<file path="src/rtl/mat3_mul_q16_if.sv">
// mat3_mul_q16_if: start/done handshake, operand matrices A and B, and result
// matrix C for the 3x3 fixed-point multiplier. All matrices are row-major,
// WIDTH-bit signed two's complement.
//   slave  : the multiplier side (takes start/A/B, drives busy/done/ovf/C)
//   master : the requester side (drives start/A/B, observes busy/done/ovf/C)
interface mat3_mul_q16_if #(
    parameter int unsigned WIDTH = 32
);
    logic             start;
    logic             busy;
    logic             done;
    logic             ovf;
    logic [WIDTH-1:0] A11, A12, A13, A21, A22, A23, A31, A32, A33;
    logic [WIDTH-1:0] B11, B12, B13, B21, B22, B23, B31, B32, B33;
    logic [WIDTH-1:0] C11, C12, C13, C21, C22, C23, C31, C32, C33;

    modport slave (
        input  start,
        input  A11, A12, A13, A21, A22, A23, A31, A32, A33,
        input  B11, B12, B13, B21, B22, B23, B31, B32, B33,
        output busy, done, ovf,
        output C11, C12, C13, C21, C22, C23, C31, C32, C33
    );

    modport master (
        output start,
        output A11, A12, A13, A21, A22, A23, A31, A32, A33,
        output B11, B12, B13, B21, B22, B23, B31, B32, B33,
        input  busy, done, ovf,
        input  C11, C12, C13, C21, C22, C23, C31, C32, C33
    );
endinterface

</file>
<file path="src/rtl/mat3_mul_q16.sv">
// mat3_mul_q16: sequential 3x3 signed fixed-point matrix multiply C = A x B.
// One shared signed multiplier, one multiply-accumulate per cycle, 27 MAC
// cycles per operation followed by a single done cycle.
// Ports:
//   clk   : clock, all logic on the rising edge
//   rst_n : synchronous active-low reset
//   bus   : mat3_mul_q16_if.slave (start, A11..A33, B11..B33 in;
//           busy, done, ovf, C11..C33 out)
// Optional feature: define MAT3_MUL_SAT_EN to clamp each result element to
// the signed WIDTH range and raise a sticky ovf; otherwise results wrap and
// ovf is tied low.
module mat3_mul_q16 #(
    parameter int unsigned WIDTH = 32,
    parameter int unsigned FRAC  = 16
) (
    input  logic              clk,
    input  logic              rst_n,
    mat3_mul_q16_if.slave     bus
);

    localparam int unsigned PW = 2 * WIDTH;
    localparam int unsigned AW = 2 * WIDTH + 2;

    typedef enum logic [1:0] {
        ST_IDLE = 2'd0,
        ST_MAC  = 2'd1,
        ST_DONE = 2'd2
    } state_e;

    state_e state_q, state_d;
    logic   busy_q, busy_d;
    logic   done_q, done_d;

    logic [8:0][WIDTH-1:0] a_in, b_in;
    logic [8:0][WIDTH-1:0] a_q, a_d;
    logic [8:0][WIDTH-1:0] b_q, b_d;
    logic [8:0][WIDTH-1:0] c_q, c_d;
    logic [1:0]            i_q, i_d, j_q, j_d, k_q, k_d;
    logic signed [AW-1:0]  acc_q, acc_d;

    logic                  accept;
    logic                  last_mac;
    logic [3:0]            a_idx, b_idx, c_idx;
    logic signed [WIDTH-1:0] a_sel, b_sel;
    logic signed [PW-1:0]  prod_w;
    logic signed [AW-1:0]  sum_w;
    logic signed [AW-1:0]  shifted_w;
    logic [WIDTH-1:0]      res_w;

    // Flatten the interface operands, index r*3+c
    assign a_in = {bus.A33, bus.A32, bus.A31, bus.A23, bus.A22, bus.A21, bus.A13, bus.A12, bus.A11};
    assign b_in = {bus.B33, bus.B32, bus.B31, bus.B23, bus.B22, bus.B21, bus.B13, bus.B12, bus.B11};

    assign accept   = (state_q == ST_IDLE) && bus.start;
    assign last_mac = (i_q == 2'd2) && (j_q == 2'd2) && (k_q == 2'd2);

    // Shared multiplier: A[i][k] * B[k][j]
    assign a_idx  = 4'(i_q) * 4'd3 + 4'(k_q);
    assign b_idx  = 4'(k_q) * 4'd3 + 4'(j_q);
    assign c_idx  = 4'(i_q) * 4'd3 + 4'(j_q);
    assign a_sel  = a_q[a_idx];
    assign b_sel  = b_q[b_idx];
    assign prod_w = PW'(a_sel) * PW'(b_sel);
    assign sum_w  = acc_q + AW'(prod_w);
    assign shifted_w = sum_w >>> FRAC;

`ifdef MAT3_MUL_SAT_EN
    localparam logic [WIDTH-1:0] SAT_MAX = {1'b0, {(WIDTH-1){1'b1}}};
    localparam logic [WIDTH-1:0] SAT_MIN = {1'b1, {(WIDTH-1){1'b0}}};

    logic ovf_q, ovf_d;
    logic elem_ovf;
    logic [AW-WIDTH:0] top_bits;

    // In range only when every bit above the result sign bit matches it
    assign top_bits = shifted_w[AW-1:WIDTH-1];
    assign elem_ovf = !((&top_bits) || !(|top_bits));
    assign res_w    = elem_ovf ? (shifted_w[AW-1] ? SAT_MIN : SAT_MAX) : WIDTH'(shifted_w);

    // Sticky overflow, cleared by an accepted start
    always_comb begin
        ovf_d = ovf_q;
        if (accept) begin
            ovf_d = 1'b0;
        end else if ((state_q == ST_MAC) && (k_q == 2'd2) && elem_ovf) begin
            ovf_d = 1'b1;
        end
    end

    always_ff @(posedge clk) begin
        if (!rst_n) begin
            ovf_q <= 1'b0;
        end else begin
            ovf_q <= ovf_d;
        end
    end

    assign bus.ovf = ovf_q;
`else
    assign res_w   = WIDTH'(shifted_w);
    assign bus.ovf = 1'b0;
`endif

    // FSM state register
    always_ff @(posedge clk) begin
        if (!rst_n) begin
            state_q <= ST_IDLE;
        end else begin
            state_q <= state_d;
        end
    end

    // FSM next state
    always_comb begin
        state_d = state_q;
        unique case (state_q)
            ST_IDLE: if (bus.start) state_d = ST_MAC;
            ST_MAC:  if (last_mac)  state_d = ST_DONE;
            ST_DONE: state_d = ST_IDLE;
            default: state_d = ST_IDLE;
        endcase
    end

    // FSM outputs, computed from the next state so the flops line up with it
    always_comb begin
        busy_d = 1'b0;
        done_d = 1'b0;
        busy_d = (state_d != ST_IDLE);
        done_d = (state_d == ST_DONE);
    end

    // Datapath next state: operand capture, loop counters, accumulator, C writes
    always_comb begin
        a_d   = a_q;
        b_d   = b_q;
        c_d   = c_q;
        i_d   = i_q;
        j_d   = j_q;
        k_d   = k_q;
        acc_d = acc_q;
        if (accept) begin
            a_d   = a_in;
            b_d   = b_in;
            i_d   = 2'd0;
            j_d   = 2'd0;
            k_d   = 2'd0;
            acc_d = '0;
        end else if (state_q == ST_MAC) begin
            if (k_q == 2'd2) begin
                c_d[c_idx] = res_w;
                acc_d      = '0;
                k_d        = 2'd0;
                if (j_q == 2'd2) begin
                    j_d = 2'd0;
                    i_d = (i_q == 2'd2) ? 2'd0 : i_q + 2'd1;
                end else begin
                    j_d = j_q + 2'd1;
                end
            end else begin
                acc_d = sum_w;
                k_d   = k_q + 2'd1;
            end
        end
    end

    always_ff @(posedge clk) begin
        if (!rst_n) begin
            busy_q <= 1'b0;
            done_q <= 1'b0;
            a_q    <= '0;
            b_q    <= '0;
            c_q    <= '0;
            i_q    <= 2'd0;
            j_q    <= 2'd0;
            k_q    <= 2'd0;
            acc_q  <= '0;
        end else begin
            busy_q <= busy_d;
            done_q <= done_d;
            a_q    <= a_d;
            b_q    <= b_d;
            c_q    <= c_d;
            i_q    <= i_d;
            j_q    <= j_d;
            k_q    <= k_d;
            acc_q  <= acc_d;
        end
    end

    assign bus.busy = busy_q;
    assign bus.done = done_q;
    assign bus.C11  = c_q[0];
    assign bus.C12  = c_q[1];
    assign bus.C13  = c_q[2];
    assign bus.C21  = c_q[3];
    assign bus.C22  = c_q[4];
    assign bus.C23  = c_q[5];
    assign bus.C31  = c_q[6];
    assign bus.C32  = c_q[7];
    assign bus.C33  = c_q[8];

endmodule

</file>
<file path="src/flat_wrapper.sv">
// flat-port wrapper written by rule: the top's interface ports become plain ports
module mat3_mul_q16_flat 
#(
    parameter int unsigned WIDTH = 32,
    parameter int unsigned FRAC  = 16
)
  (clk, rst_n, bus_start, bus_A11, bus_A12, bus_A13, bus_A21, bus_A22, bus_A23, bus_A31, bus_A32, bus_A33, bus_B11, bus_B12, bus_B13, bus_B21, bus_B22, bus_B23, bus_B31, bus_B32, bus_B33, bus_busy, bus_done, bus_ovf, bus_C11, bus_C12, bus_C13, bus_C21, bus_C22, bus_C23, bus_C31, bus_C32, bus_C33);
  mat3_mul_q16_if #(.WIDTH(WIDTH)) bus_i ();
  input  logic clk;
  input  logic rst_n;
  input wire logic [$bits(bus_i.start)-1:0] bus_start;
  input wire logic [$bits(bus_i.A11)-1:0] bus_A11;
  input wire logic [$bits(bus_i.A12)-1:0] bus_A12;
  input wire logic [$bits(bus_i.A13)-1:0] bus_A13;
  input wire logic [$bits(bus_i.A21)-1:0] bus_A21;
  input wire logic [$bits(bus_i.A22)-1:0] bus_A22;
  input wire logic [$bits(bus_i.A23)-1:0] bus_A23;
  input wire logic [$bits(bus_i.A31)-1:0] bus_A31;
  input wire logic [$bits(bus_i.A32)-1:0] bus_A32;
  input wire logic [$bits(bus_i.A33)-1:0] bus_A33;
  input wire logic [$bits(bus_i.B11)-1:0] bus_B11;
  input wire logic [$bits(bus_i.B12)-1:0] bus_B12;
  input wire logic [$bits(bus_i.B13)-1:0] bus_B13;
  input wire logic [$bits(bus_i.B21)-1:0] bus_B21;
  input wire logic [$bits(bus_i.B22)-1:0] bus_B22;
  input wire logic [$bits(bus_i.B23)-1:0] bus_B23;
  input wire logic [$bits(bus_i.B31)-1:0] bus_B31;
  input wire logic [$bits(bus_i.B32)-1:0] bus_B32;
  input wire logic [$bits(bus_i.B33)-1:0] bus_B33;
  output wire logic [$bits(bus_i.busy)-1:0] bus_busy;
  output wire logic [$bits(bus_i.done)-1:0] bus_done;
  output wire logic [$bits(bus_i.ovf)-1:0] bus_ovf;
  output wire logic [$bits(bus_i.C11)-1:0] bus_C11;
  output wire logic [$bits(bus_i.C12)-1:0] bus_C12;
  output wire logic [$bits(bus_i.C13)-1:0] bus_C13;
  output wire logic [$bits(bus_i.C21)-1:0] bus_C21;
  output wire logic [$bits(bus_i.C22)-1:0] bus_C22;
  output wire logic [$bits(bus_i.C23)-1:0] bus_C23;
  output wire logic [$bits(bus_i.C31)-1:0] bus_C31;
  output wire logic [$bits(bus_i.C32)-1:0] bus_C32;
  output wire logic [$bits(bus_i.C33)-1:0] bus_C33;
  assign bus_i.start = bus_start;
  assign bus_i.A11 = bus_A11;
  assign bus_i.A12 = bus_A12;
  assign bus_i.A13 = bus_A13;
  assign bus_i.A21 = bus_A21;
  assign bus_i.A22 = bus_A22;
  assign bus_i.A23 = bus_A23;
  assign bus_i.A31 = bus_A31;
  assign bus_i.A32 = bus_A32;
  assign bus_i.A33 = bus_A33;
  assign bus_i.B11 = bus_B11;
  assign bus_i.B12 = bus_B12;
  assign bus_i.B13 = bus_B13;
  assign bus_i.B21 = bus_B21;
  assign bus_i.B22 = bus_B22;
  assign bus_i.B23 = bus_B23;
  assign bus_i.B31 = bus_B31;
  assign bus_i.B32 = bus_B32;
  assign bus_i.B33 = bus_B33;
  assign bus_busy = bus_i.busy;
  assign bus_done = bus_i.done;
  assign bus_ovf = bus_i.ovf;
  assign bus_C11 = bus_i.C11;
  assign bus_C12 = bus_i.C12;
  assign bus_C13 = bus_i.C13;
  assign bus_C21 = bus_i.C21;
  assign bus_C22 = bus_i.C22;
  assign bus_C23 = bus_i.C23;
  assign bus_C31 = bus_i.C31;
  assign bus_C32 = bus_i.C32;
  assign bus_C33 = bus_i.C33;
  mat3_mul_q16 #(.WIDTH(WIDTH), .FRAC(FRAC)) u_core (.clk(clk), .rst_n(rst_n), .bus(bus_i));
endmodule
</file>
<file path="config.mk">
export PLATFORM = sky130hd
export DESIGN_NAME = mat3_mul_q16_flat
export DESIGN_NICKNAME = d
export VERILOG_FILES = /design/src/rtl/mat3_mul_q16_if.sv /design/src/rtl/mat3_mul_q16.sv /design/src/flat_wrapper.sv
export SDC_FILE = /design/constraint.sdc
export NUM_CORES = 2
export LEC_CHECK = 0
export CORE_MARGIN = 1.5
export CORE_UTILIZATION = 35
export DETAILED_ROUTE_END_ITERATION = 8
export PLACE_DENSITY = 0.59
export SYNTH_ARGS = -nofsm -noshare
export SYNTH_HDL_FRONTEND = slang
export SYNTH_SLANG_ARGS = --single-unit
export TNS_END_PERCENT = 30
</file>
<file path="constraint.sdc">
create_clock -name clk -period 11 [get_ports clk]
set_input_delay 2.2 -clock clk [delete_from_list [all_inputs] [get_ports clk]]
set_output_delay 2.2 -clock clk [all_outputs]
set_load 0.01 [all_outputs]
</file>
==> impl_metrics.json <==
{
  "status": "complete, no violations",
  "synth_fp_nets": 9652,
  "maxCapViolCount": 0,
  "yosysWarnings": 0,
  "drc": 0,
  "clock_latency_ns": 0.75,
  "rr_worst_depth": 39,
  "antenna_found_initial": 41,
  "synth_area_leaders": "dfxtp_1, fa_1, nand2_1",
  "drt_iter0_drc": 4838,
  "hold_depth": 2,
  "hp-class": "reg -> reg",
  "ys_types": 80,
  "cpPeakStageDelay_ns": 0.69,
  "finalSetupViolations": 0,
  "synth_mux_area_share_pct": 5.00,
  "first_pass_iters": 7,
  "dr_total_vias": 58677,
  "routedWlPerCell_um": 22.8,
  "clockRootBuffer": "clkbuf_16",
  "power_density_nw_per_um2": 157,
  "final_cell_count_no_fill": 11323,
  "mostFrequentLayoutCells": "nand2_1, inv_1, dfxtp_1, fa_1, a21oi_1",
  "cts_tree": "done",
  "synth_top_area_cell": "dfxtp_1",
  "numClockSinks": 922,
  "ys_ff_latch": 922,
  "die-area_um2": 196000,
  "p_seq_share_pct": 27.5,
  "relSlewSlack_pct": 12.1,
  "syn2layout_area_growth_pct": 23.8,
  "end_kind": "flop",
  "fin_worst_skew_ns": 0.0588,
  "cts_buffers": 104,
  "hold_buffers": 0,
  "syn_inst": 7967,
  "place_area_um2": 79700,
  "comb_power_share_pct": 45.8,
  "synth-main-ff-cell": "dfxtp_1",
  "worst_pin_slew_ns": 1.32,
  "finalNetCount": 10380,
  "cts.htree.levels": 3,
  "synth_top_family_by_area": "adder cells",
  "dp_hpwl_mm": 202,
  "synth.top_cell.area_share_pct": 27.3,
  "fin_crit_sh_pct": 96.5,
  "synthXorXnorAreaFrac_pct": 1.09,
  "final_common_cell": "nand2_1",
  "min_to": "u_core.bus.C31[6]",
  "die_x_um": 442,
  "synth_compound_area_share_pct": 10.2,
  "async_flop_share_pct": 0,
  "dp.cells": 11095,
  "max_freq_mhz": 94.2,
  "grt_pass1_wl_mm": 381,
  "clkPwrFrac_pct": 26.7,
  "maxSlewViolCount": 0,
  "cp-start-kind": "flop",
  "ant_nets": 0,
  "grt_usage_pct": 26.0,
  "crit_required_ns": 11.63,
  "routed_via_density": 5.18,
  "syn_avg_cell_area_um2": 8.47,
  "ioPinCount": 870,
  "vdd_ir_drop_max_mv": 0.214,
  "num_rows": 161,
  "path_max_fanout": 19,
  "synth_seq_area_share_pct": 27.3,
  "rrSetupSlack_ns": 0.39,
  "yosys.area_share.simple_pct": 17.0,
  "core-area_um2": 192000,
  "final_area_um2": 83600,
  "synth_edf_count": 0,
  "power.switching_w": 0.00542,
  "min_from": "u_core.bus.C31[6]",
  "fill_cells": 19088,
  "hold_ws_ns": 0.450,
  "utilization_pct": 43.5,
  "intPower_w": 0.00774,
  "synth-adder-area-share_pct": 30.6,
  "cpLargestDelayFamily": "adder cells",
  "grt_max_degree": 243,
  "grt_overflow": 0,
  "synth.cell_area_um2": 67500,
  "clockBufferDepth": 3,
  "switching_share_pct": 41.2,
  "cp_slowest_cell": "fa_2",
  "leakage_nw": 34.2,
  "power_w": 0.0132,
  "cts.clk_slew.worst_paths_ns": 0.06,
  "wl_mm": 258,
  "r2r-end": "u_core.bus.C13[31]",
  "start_util_pct": 35.1,
  "globalplace.congestion": 0.935,
  "hold_viol": 0,
  "grt_pass1_vias": 59099,
  "timing.critical_path.buf_inv": 12,
  "critPathArrivalTime_ns": 11.24,
  "drive_above_1_share_pct": 7.80,
  "period_needed_ns": 10.61,
  "chipHeight_um": 442,
  "criticalPathCategory": "reg -> reg",
  "port_buffers": 868,
  "timing.rr.start": "u_core.j_q[1]"
}
## per-layer routing
metal / global-route usage [%] / vias up / wire, µm
li1: - / 26360 / -
met1: 31.9 / 29528 / 99000
met2: 44.6 / 2270 / 128000
met3: 3.68 / 507 / 16700
met4: 13.2 / 12 / 14000
met5: 0 / - / 80
## final cells by class
type	count	area [µm²]	share of cell area, %
inverter	1020	3850	4.60
clock buffer	145	2950	3.53
clock inverter	35	428	0.512
tap	2526	3160	3.78
antenna	28	70.1	0.0838
sequential	922	18500	22.1
timing repair buffer	1143	11100	13.2
multi-input combinational	5504	43600	52.2
## logic make-up after synthesis
logic type	after synthesis
AO/OA/AOI/OAI	1223
other	1
AND/OR/NAND/NOR	2913
XOR/XNOR	79
adder cells (fa/ha/maj)	1106
flip-flops	922
multiplexers	181
buffers and inverters	1542
## state kept, by name (all words and copies together), names as in the netlist, 32 cells and up
register / count
u_core.a_q: 288
u_core.b_q: 288
u_core.acc_q: 48
u_core.bus.C11: 32
u_core.bus.C12: 32
u_core.bus.C13: 32
u_core.bus.C21: 32
u_core.bus.C22: 32
u_core.bus.C23: 32
u_core.bus.C31: 32
u_core.bus.C32: 32
u_core.bus.C33: 32
## synthesized netlist by cell type (5+ instances only)
cell / count
nand2_1: 2222
inv_1: 1020
dfxtp_1: 922
fa_1: 908
a21oi_1: 879
clkbuf_1: 455
nor2_1: 419
ha_1: 198
mux4_2: 122
nand3_1: 110
o21ai_0: 64
and2_1: 60
xnor2_1: 54
a22oi_1: 42
buf_1: 36
a21o_1: 35
mux2_2: 29
mux2i_1: 29
a31oi_1: 28
xor2_1: 22
a211oi_1: 21
o21ai_1: 20
a22o_1: 19
buf_2: 19
nor3_1: 17
a31o_2: 16
nand2b_1: 16
nor2b_1: 16
and3_1: 15
o31ai_1: 12
a32oi_1: 11
buf_4: 9
o21bai_1: 9
o311ai_0: 9
or4_1: 9
nand4_1: 7
a211o_1: 6
nor3b_1: 6
o21a_1: 6
o221ai_1: 5
o22ai_1: 5
## power by group through the flow
stage	sequential [W]	combinational [W]	clock (W)
final	0.00361	0.00603	0.00351
after global routing	0.00362	0.00661	0.00370
after CTS	0.00361	0.00598	0.00357
after detailed placement	0.00368	0.00586	0
after global placement	0.00368	0.00580	0
after floorplan	0.00363	0.00339	0
## worst max-delay path by stage
stage,to,start,depth (start not counted)
3_5_place_dp,u_core.bus.C33[22],u_core.j_q[1],34
2_1_floorplan,u_core.acc_q[46],u_core.k_q[1],41
5_1_grt,u_core.bus.C33[30],u_core.j_q[1],40
4_1_cts,u_core.bus.C13[31],u_core.j_q[1],37
6_report,u_core.bus.C13[31],u_core.j_q[1],39
3_3_place_gp,u_core.bus.C13[22],u_core.j_q[1],34
## repair_timing
item	4_1_cts	5_1_grt
setup endpoints to repair	10	165
gates cloned	0	1
setup buffers	1	18
pin swaps	1	5
gates resized for setup	3	41
## worst register-to-register path, delay by kind of cell (launching register included)
| family | cells | cell delay, ns |
|---|---|---|
| buffers and inverters | 12 | 1.39 |
| AND/OR/NAND/NOR | 7 | 1.25 |
| adder cells (fa/ha/maj) | 12 | 5.30 |
| AO/OA/AOI/OAI | 7 | 2.04 |
| XOR/XNOR | 1 | 0.15 |
| flip-flops | 1 | 0.38 |
## per-stage QoR
stage | setup WS (ns) | setup TNS, ns
after global placement | -0.198 | -1.76
after floorplan | 0.0768 | 0
after detailed placement | -0.281 | -2.46
final | 0.385 | 0
after CTS | 0.00263 | 0
after global routing | -0.0229 | -0.125
(Power assumes the default switching activity.)
